<file path="src/rtl/tff_seq_ctrl_if.sv">
// Bundles the sequencer's control, feedback and status signals into one
// interface. The controller uses the slave view and the driving
// environment uses the master view.
interface tff_seq_ctrl_if;
    logic       start;
    logic       abort;
    logic [7:0] pattern;
    logic [3:0] len;
    logic       q_in;
    logic       qb_in;
    logic       t;
    logic       busy;
    logic       done;
    logic       err;
    logic [3:0] mism_cnt;
    logic [3:0] step;
    logic       exp_q;

    modport master (
        output start, abort, pattern, len, q_in, qb_in,
        input  t, busy, done, err, mism_cnt, step, exp_q
    );

    modport slave (
        input  start, abort, pattern, len, q_in, qb_in,
        output t, busy, done, err, mism_cnt, step, exp_q
    );
endinterface

</file>
<file path="src/rtl/tff_seq_ctrl.sv">
// Toggle-sequence controller for an external T flip-flop.
// The controller latches a pattern and a step count, then drives T one
// pattern bit per cycle. It tracks the q value the flip-flop should hold and
// compares that value against the q/qb feedback after each toggle. Mismatches
// set a sticky error flag and increment a saturating counter.
module tff_seq_ctrl (
    input  logic           clk,
    input  logic           rst,
    tff_seq_ctrl_if.slave  bus
);

    typedef enum logic [2:0] {
        IDLE  = 3'd0,
        INIT  = 3'd1,
        RUN   = 3'd2,
        DRAIN = 3'd3,
        DONE  = 3'd4
    } state_t;

    state_t     state;
    logic [7:0] pattern_r;
    logic [3:0] len_r;
    logic [3:0] step_r;
    logic       exp_q_r;
    logic       err_r;
    logic [3:0] mism_r;
    logic       busy_r;
    logic       done_r;

    logic [3:0] len_eff;
    logic       t_bit;
    logic       mismatch;
    logic       last_step;
    logic [3:0] mism_next;

    // Decode the requested length, the current pattern bit, the feedback check,
    // the final-step condition and the saturated counter increment.
    always_comb begin
        len_eff   = (bus.len > 4'd8) ? 4'd8 : bus.len;
        t_bit     = pattern_r[step_r[2:0]];
        mismatch  = (bus.q_in != exp_q_r) || (bus.qb_in != ~bus.q_in);
        last_step = (step_r == (len_r - 4'd1));
        mism_next = (mism_r == 4'hF) ? mism_r : (mism_r + 4'd1);
    end

    // Sequencer: accept, baseline capture, per-step toggle and compare, final
    // compare, and a one-cycle completion pulse. Abort returns to IDLE at once.
    always_ff @(posedge clk) begin
        if (rst) begin
            state     <= IDLE;
            pattern_r <= 8'd0;
            len_r     <= 4'd0;
            step_r    <= 4'd0;
            exp_q_r   <= 1'b0;
            err_r     <= 1'b0;
            mism_r    <= 4'd0;
            busy_r    <= 1'b0;
            done_r    <= 1'b0;
        end else begin
            case (state)
                IDLE: begin
                    busy_r <= 1'b0;
                    done_r <= 1'b0;
                    if (bus.start) begin
                        err_r  <= 1'b0;
                        mism_r <= 4'd0;
                        if (len_eff != 4'd0) begin
                            pattern_r <= bus.pattern;
                            len_r     <= len_eff;
                            step_r    <= 4'd0;
                            state     <= INIT;
                            busy_r    <= 1'b1;
                        end else begin
                            state  <= DONE;
                            done_r <= 1'b1;
                        end
                    end
                end

                INIT: begin
                    if (bus.abort) begin
                        state  <= IDLE;
                        busy_r <= 1'b0;
                    end else begin
                        exp_q_r <= bus.q_in;
                        state   <= RUN;
                    end
                end

                RUN: begin
                    if (bus.abort) begin
                        state  <= IDLE;
                        busy_r <= 1'b0;
                    end else begin
                        exp_q_r <= exp_q_r ^ t_bit;
                        step_r  <= step_r + 4'd1;
                        if ((step_r != 4'd0) && mismatch) begin
                            err_r  <= 1'b1;
                            mism_r <= mism_next;
                        end
                        if (last_step) begin
                            state <= DRAIN;
                        end
                    end
                end

                DRAIN: begin
                    if (bus.abort) begin
                        state  <= IDLE;
                        busy_r <= 1'b0;
                    end else begin
                        if (mismatch) begin
                            err_r  <= 1'b1;
                            mism_r <= mism_next;
                        end
                        state  <= DONE;
                        busy_r <= 1'b0;
                        done_r <= 1'b1;
                    end
                end

                DONE: begin
                    done_r <= 1'b0;
                    busy_r <= 1'b0;
                    state  <= IDLE;
                end

                default: begin
                    state  <= IDLE;
                    busy_r <= 1'b0;
                    done_r <= 1'b0;
                end
            endcase
        end
    end

    // T is asserted only while stepping. Drive the remaining status outputs
    // from their registers.
    always_comb begin
        bus.t        = (state == RUN) && t_bit;
        bus.busy     = busy_r;
        bus.done     = done_r;
        bus.err      = err_r;
        bus.mism_cnt = mism_r;
        bus.step     = step_r;
        bus.exp_q    = exp_q_r;
    end

endmodule
</file>
<file path="src/flat_wrapper.sv">
// flat-port wrapper written by rule: the top's interface ports become plain ports
module tff_seq_ctrl_flat 
  (clk, rst, bus_start, bus_abort, bus_pattern, bus_len, bus_q_in, bus_qb_in, bus_t, bus_busy, bus_done, bus_err, bus_mism_cnt, bus_step, bus_exp_q);
  tff_seq_ctrl_if bus_i ();
  input  logic clk;
  input  logic rst;
  input wire logic [$bits(bus_i.start)-1:0] bus_start;
  input wire logic [$bits(bus_i.abort)-1:0] bus_abort;
  input wire logic [$bits(bus_i.pattern)-1:0] bus_pattern;
  input wire logic [$bits(bus_i.len)-1:0] bus_len;
  input wire logic [$bits(bus_i.q_in)-1:0] bus_q_in;
  input wire logic [$bits(bus_i.qb_in)-1:0] bus_qb_in;
  output wire logic [$bits(bus_i.t)-1:0] bus_t;
  output wire logic [$bits(bus_i.busy)-1:0] bus_busy;
  output wire logic [$bits(bus_i.done)-1:0] bus_done;
  output wire logic [$bits(bus_i.err)-1:0] bus_err;
  output wire logic [$bits(bus_i.mism_cnt)-1:0] bus_mism_cnt;
  output wire logic [$bits(bus_i.step)-1:0] bus_step;
  output wire logic [$bits(bus_i.exp_q)-1:0] bus_exp_q;
  assign bus_i.start = bus_start;
  assign bus_i.abort = bus_abort;
  assign bus_i.pattern = bus_pattern;
  assign bus_i.len = bus_len;
  assign bus_i.q_in = bus_q_in;
  assign bus_i.qb_in = bus_qb_in;
  assign bus_t = bus_i.t;
  assign bus_busy = bus_i.busy;
  assign bus_done = bus_i.done;
  assign bus_err = bus_i.err;
  assign bus_mism_cnt = bus_i.mism_cnt;
  assign bus_step = bus_i.step;
  assign bus_exp_q = bus_i.exp_q;
  tff_seq_ctrl u_core (.clk(clk), .rst(rst), .bus(bus_i));
endmodule
</file>
<file path="config.mk">
export PLATFORM = sky130hd
export DESIGN_NAME = tff_seq_ctrl_flat
export DESIGN_NICKNAME = d
export VERILOG_FILES = /design/src/rtl/tff_seq_ctrl_if.sv /design/src/rtl/tff_seq_ctrl.sv /design/src/flat_wrapper.sv
export SDC_FILE = /design/constraint.sdc
export NUM_CORES = 1
export LEC_CHECK = 0
export ABC_CLOCK_PERIOD_IN_PS = 3200
export BUFFER_PORTS_ARGS = -buffer_cell sky130_fd_sc_hd__buf_2
export CORE_MARGIN = 5
export CORE_UTILIZATION = 58
export DETAILED_ROUTE_END_ITERATION = 12
export GPL_ROUTABILITY_DRIVEN = 0
export GPL_TIMING_DRIVEN = 0
export PLACE_DENSITY = 0.89
export SYNTH_ARGS = -nofsm -noshare
export SYNTH_HDL_FRONTEND = slang
export SYNTH_SLANG_ARGS = --single-unit
</file>
<file path="constraint.sdc">
create_clock -name clk -period 3.2 [get_ports clk]
set_input_delay 0.32 -clock clk [delete_from_list [all_inputs] [get_ports clk]]
set_output_delay 0.32 -clock clk [all_outputs]
set_load 0.01 [all_outputs]
</file>
### Word level (Yosys, flattened, before mapping)

Index checks and enable logic that the tools add are counted.

| word-level totals | value |
|---|---|
| logic and storage cells | 87 |
| input bits | 18 |
| flip-flop bits (word level) | 27 |
| output and inout port bits | 13 |

| operators by class | value |
|---|---|
| eq/ne operators | 16 |
| bitwise logic cells | 3 |
| reduce and logical (&&, ||, !) cells | 16 |
| mux-type cells | 38 |
| $add $sub $neg | 3 |
| $lt $le $gt $ge | 2 |

Operator list:

| operator | count |
|---|---|
| 4-bit 2-to-1 mux | 10 |
| 3-bit 2-to-1 mux | 5 |
| 1-bit 2-to-1 mux | 14 |
| 3-bit one-hot mux with 4 select lines | 1 |
| 4-bit one-hot mux with 3 select lines | 1 |
| 4-bit by 1-bit adder with 4-bit output, second input constant | 2 |
| 2-bit by 1-bit != test with 1-bit output, second input constant | 4 |
| 2-bit != test, second input constant | 4 |
| 4-bit one-hot mux with 2 select lines | 1 |
| 4-bit nonzero test | 2 |
| 3-bit by 2-bit equality test with 1-bit output, second input constant | 2 |
| 1-bit one-hot mux with 3 select lines | 2 |
| 3-bit AND reduction | 2 |
| 6-bit AND reduction | 1 |
| 4-bit equality test | 1 |
| 4-bit equality test, second input constant | 1 |
| 4-bit > comparator, second input constant | 1 |
| 3-bit by 4-bit less-than comparator with 1-bit output, second input constant | 1 |
| 1-bit one-hot mux with 2 select lines | 2 |
| 2-bit AND reduction | 2 |
| 4-bit AND reduction | 1 |
| 2-bit nonzero test | 2 |
| 4-bit by 1-bit subtractor with 4-bit output, second input constant | 1 |
| 1-bit binary-select mux with 3-bit select | 1 |
| 11 further kinds | 14 |

### Logic depth before layout (Yosys ltp)

| depth | value |
|---|---|
| depth in word-level cells | 7 |
| gate-level depth with buffers | 7 |
| depth with buffers taken out | 6 |

### Least setup slack after synthesis

No wires, ideal clock.

| timing | value |
|---|---|
| kind | register -> register |
| from | register u_core.step_r[0] (netlist: u_core.bus.step[0]) |
| to | register u_core.mism_r[2] (netlist: u_core.bus.mism_cnt[2]) |
| path buffers | 0 |
| required time | 3.068 ns |
| arrival time | 1.599 ns |
| period minus slack after synthesis | 1.731 ns |
| slack | 1.469 ns |
| library setup time | 0.132 ns |
| cell stages (with the launch flop) | 7 |
| cells stage by stage | dfxtp_1 > inv_1 > ha_1 > or3b_1 > a221o_1 > a41oi_1 > nor3_1 |

| between the ends | value |
|---|---|
| longest elaborated chain between the ends | 4 |

Ends and longest elaborated chain:

| item | line | text |
|---|---|---|
| start, declared | tff_seq_ctrl.sv:23 | `logic [3:0] step_r;` |
| start signal, assigned | tff_seq_ctrl.sv:96 | `step_r <= step_r + 4'd1;` |
| 4-bit nonzero test | tff_seq_ctrl.sv:97 | `if ((step_r != 4'd0) && mismatch) begin` |
| 1-bit logical AND | tff_seq_ctrl.sv:97 |  |
| 2-bit by 1-bit != test with 1-bit output (no line) | n/a |  |
| 6-bit AND reduction (no line) | n/a |  |
| end signal, assigned | tff_seq_ctrl.sv:99 | `mism_r <= mism_next;` |
| end signal, assigned | tff_seq_ctrl.sv:114 | `mism_r <= mism_next;` |
| end, declared | tff_seq_ctrl.sv:26 | `logic [3:0] mism_r;` |

Every way passes these cells.
A chain may end at the register's enable or synchronous reset.

### Final worst setup path

| timing | value |
|---|---|
| from | register u_core.step_r[0] (netlist: u_core.bus.step[0]) |
| to | output bus_t |

| between the ends | value |
|---|---|
| longest elaborated chain between the ends | 3 |

Ends and longest elaborated chain:

| item | line | text |
|---|---|---|
| 1-bit binary-select mux with 3-bit select | tff_seq_ctrl.sv:40 | `t_bit = pattern_r[step_r[2:0]];` |
| 1-bit 2-to-1 mux (implied by the code) | tff_seq_ctrl.sv:40 |  |
| 1-bit logical AND | tff_seq_ctrl.sv:140 | `bus.t = (state == RUN) && t_bit;` |
| end, declared | flat_wrapper.sv:13 | `output wire logic [$bits(bus_i.t)-1:0] bus_t;` |

Every way passes these cells. The select of a mux whose other input is x is not followed.

==> flow_metrics.py <==
metrics = {
    "outcome": {
        "status": "completed",
    },
    "sta": {
        "setup_viol": 0,
        "slew_viol_final": 0,
        "fin_crit_ns": 2.33,
        "fin_crit_sh": 0.728,
        "clock.fmax_mhz": 429,
        "hold_ws_ns": 0.205,
        "rsz0062_at_grt": "no",
        "setup_tns_ns": 0,
        "worst_pin_slew_ns": 0.524,
        "clock_skew_ns": 0.00328,
        "slew_headroom": 0.651,
        "hold_violations": 0,
    },
    "clock_network": {
        "htreeDepth": 1,
        "cts_resized": 0,
        "cts_tree": "yes",
        "clkTransAtPathRegs_ns": 0.15,
        "cts_buffers": 3,
        "clk_path_buf_depth": 2,
        "insertion_delay_ns": 0.33,
        "clkSinkCount": 27,
        "cts_setup_buffers": 0,
        "root_buffer": "clkbuf_4",
        "cts_hold_buf": 0,
    },
    "detailed_routing": {
        "postRouteAntennaNets": 0,
        "vias": 1437,
        "drt-initial-drc-count": 59,
        "top_layer": "met4",
        "viasPerCell": 6.04,
        "wirelength_um": 3560,
        "drc": 0,
        "wl_per_cell_um": 15.0,
        "route.met3.wl_um": 181,
        "met2_length_um": 1880,
        "dr.pass1.iters": 4,
        "wl_met1_um": 1440,
    },
    "floorplan": {
        "start_util": 0.610,
        "rows": 18,
        "coreArea_um2": 2480,
        "dieWidth_um": 61.1,
        "floorplan.die_area_um2": 3730,
        "io_pins": 31,
        "die_h_um": 61.1,
    },
    "global_route": {
        "grt_overflow_total": 0,
        "track_usage": 0.217,
        "grt_pass1_wl_um": 6140,
        "grt_max_degree": 15,
        "antenna_found_initial": 0,
        "grt_pass1_vias": 1359,
    },
    "placement": {
        "port_buffers": 30,
        "hpwlAfterDp_um": 2790,
    },
    "synthesis": {
        "synth_top_area_frac": 0.358,
        "synthFlopType": "dfxtp_1",
        "synth_area_leaders": "dfxtp_1 (36%), nand2_1 (5.7%), a21oi_1 (5.0%)",
        "syn-cell-area_um2": 1510,
        "synth_top_cell_by_area": "dfxtp_1",
        "avgSynthCellArea_um2": 8.69,
        "synth_cells": 174,
        "synth_seq_area_share": 0.358,
        "synth_seq_cells": 27,
        "async_reset_ff_frac": 0,
        "synth_nets": 196,
        "yosys_warnings": 0,
        "synth_cell_types": 47,
        "synth_edf_count": 0,
    },
    "power": {
        "power.switching_mw": 0.201,
        "p_clk_frac": 0.228,
        "p_leak_nw": 0.727,
        "p_per_area_nw_per_um2": 389,
        "comb_power_share": 0.229,
        "seq_power_share": 0.543,
        "p_sw_frac": 0.300,
        "internal_power_mw": 0.470,
        "vdd_drop_max_uv": 402,
    },
    "finish": {
        "antenna_cells": 0,
        "syn_to_final_growth_pct": 14.2,
        "drive_above_1_share": 0.240,
        "final_cell_mix": "buf_2 (36), dfxtp_1 (27), nand2_1 (23)",
        "final_common_cell": "buf_2",
        "nets": 231,
    },
    "critical_path": {
        "start_kind": "flop",
        "path_cells": "mux4_1, mux2i_1, nor3_1, buf_2",
        "critPathKind": "reg -> out",
        "slowest_stage": "mux4_1",
        "cp_max_fo": 7,
        "ff2ff_setup_slack_ns": 1.27,
        "cp.required_ns": 2.88,
        "critPathMaxStageDelay_ns": 0.61,
        "setup.worst_path.end_class": "output pin",
        "crit_arrival_ns": 2.01,
    },
    "worst_hold_path": {
        "hp-class": "in -> reg",
    },
    "flow_run": {
        "drv_cap": 0,
    },
}
worst paths after layout:
| path | from | endpoint | cells after the start |
|---|---|---|---|
| max | u_core.bus.step[0]$_SDFFE_PP0P_ | bus_t | 4 |
| min | bus_pattern[0] | u_core.pattern_r[0]$_SDFFE_PP0P_ | 3 |
| max reg2reg | u_core.bus.step[0]$_SDFFE_PP0P_ | u_core.bus.mism_cnt[1]$_SDFFE_PP0P_ | 6 |
| min reg2reg | u_core.pattern_r[0]$_SDFFE_PP0P_ | u_core.pattern_r[0]$_SDFFE_PP0P_ | 2 |
routing by layer:
| layer | up-vias | global-route usage |
|---|---|---|
| li1 | 703 | - |
| met1 | 676 | 0.271 |
| met2 | 50 | 0.381 |
| met3 | 8 | 0.0398 |
| met4 | 0 | 0.0650 |
| met5 | - | 0 |
cell usage after synthesis, drive strengths merged (2+ instances only):
library cell / count
dfxtp: 27
nand2: 23
a21oi: 16
inv: 10
nor3: 10
buf: 9
nor2: 7
nor4: 6
ha: 4
nand2b: 4
nand4: 4
xor2: 4
a31oi: 3
nand3: 3
nand3b: 3
or2: 3
xnor2: 3
a221oi: 2
a41oi: 2
and3b: 2
clkbuf: 2
mux4: 2
o21a: 2
o22ai: 2
o31a: 2
o32ai: 2
or3: 2
worst max-delay path, delay by kind of cell, from the launching register on:
family	cells	cell delay [ns]
AND/OR/NAND/NOR	1	0.09
buffers and inverters	1	0.16
flip-flops	1	0.55
multiplexers	2	0.88
through the flow:
step                instances  cell area [um^2]  total power, mW  utilization  worst slack (ns)
floorplan                 174              1510            0.482            -              1.47
global placement          234              1700            0.516        0.686              1.30
detailed placement        234              1700            0.524        0.686              1.27
CTS                       238              1730            0.672        0.696             0.877
global route              238              1730            0.708        0.696             0.808
finish                    238              1730            0.671        0.696             0.870
kinds of logic after synthesis:
family                   after synthesis  synth area share
adder cells (fa/ha/maj)                4            0.0331
multiplexers                           3            0.0414
buffers and inverters                 21            0.0720
AO/OA/AOI/OAI                         38             0.195
AND/OR/NAND/NOR                       74             0.260
flip-flops                            27             0.358
XOR/XNOR                               7            0.0406
sequential cells by signal, indices dropped and copies added, names as in the netlist:
name,count
u_core.bus.step,4
u_core.bus.done,1
u_core.len_r,4
u_core.bus.busy,1
u_core.state,3
u_core.pattern_r,8
u_core.bus.mism_cnt,4
u_core.bus.err,1
u_core.bus.exp_q,1
power by group through the flow:
stage / Sequential (mW) / Combinational, mW / Clock (mW)
final: 0.365 / 0.153 / 0.153
after floorplan: 0.371 / 0.111 / 0
after global routing: 0.367 / 0.172 / 0.170
after global placement: 0.371 / 0.145 / 0
after CTS: 0.365 / 0.153 / 0.155
after detailed placement: 0.372 / 0.152 / 0
cell type report:
| type | instances | area, um^2 |
|---|---|---|
| Multi-Input combinational cell | 126 | 862 |
| Timing Repair Buffer | 30 | 150 |
| Buffer | 11 | 71.3 |
| Tap cell | 30 | 37.5 |
| Fill cell | 218 | 752 |
| Clock buffer | 4 | 26.3 |
| Sequential cell | 27 | 541 |
| Inverter | 10 | 37.5 |
No activity file was read; power rests on OpenSTA's default activity.
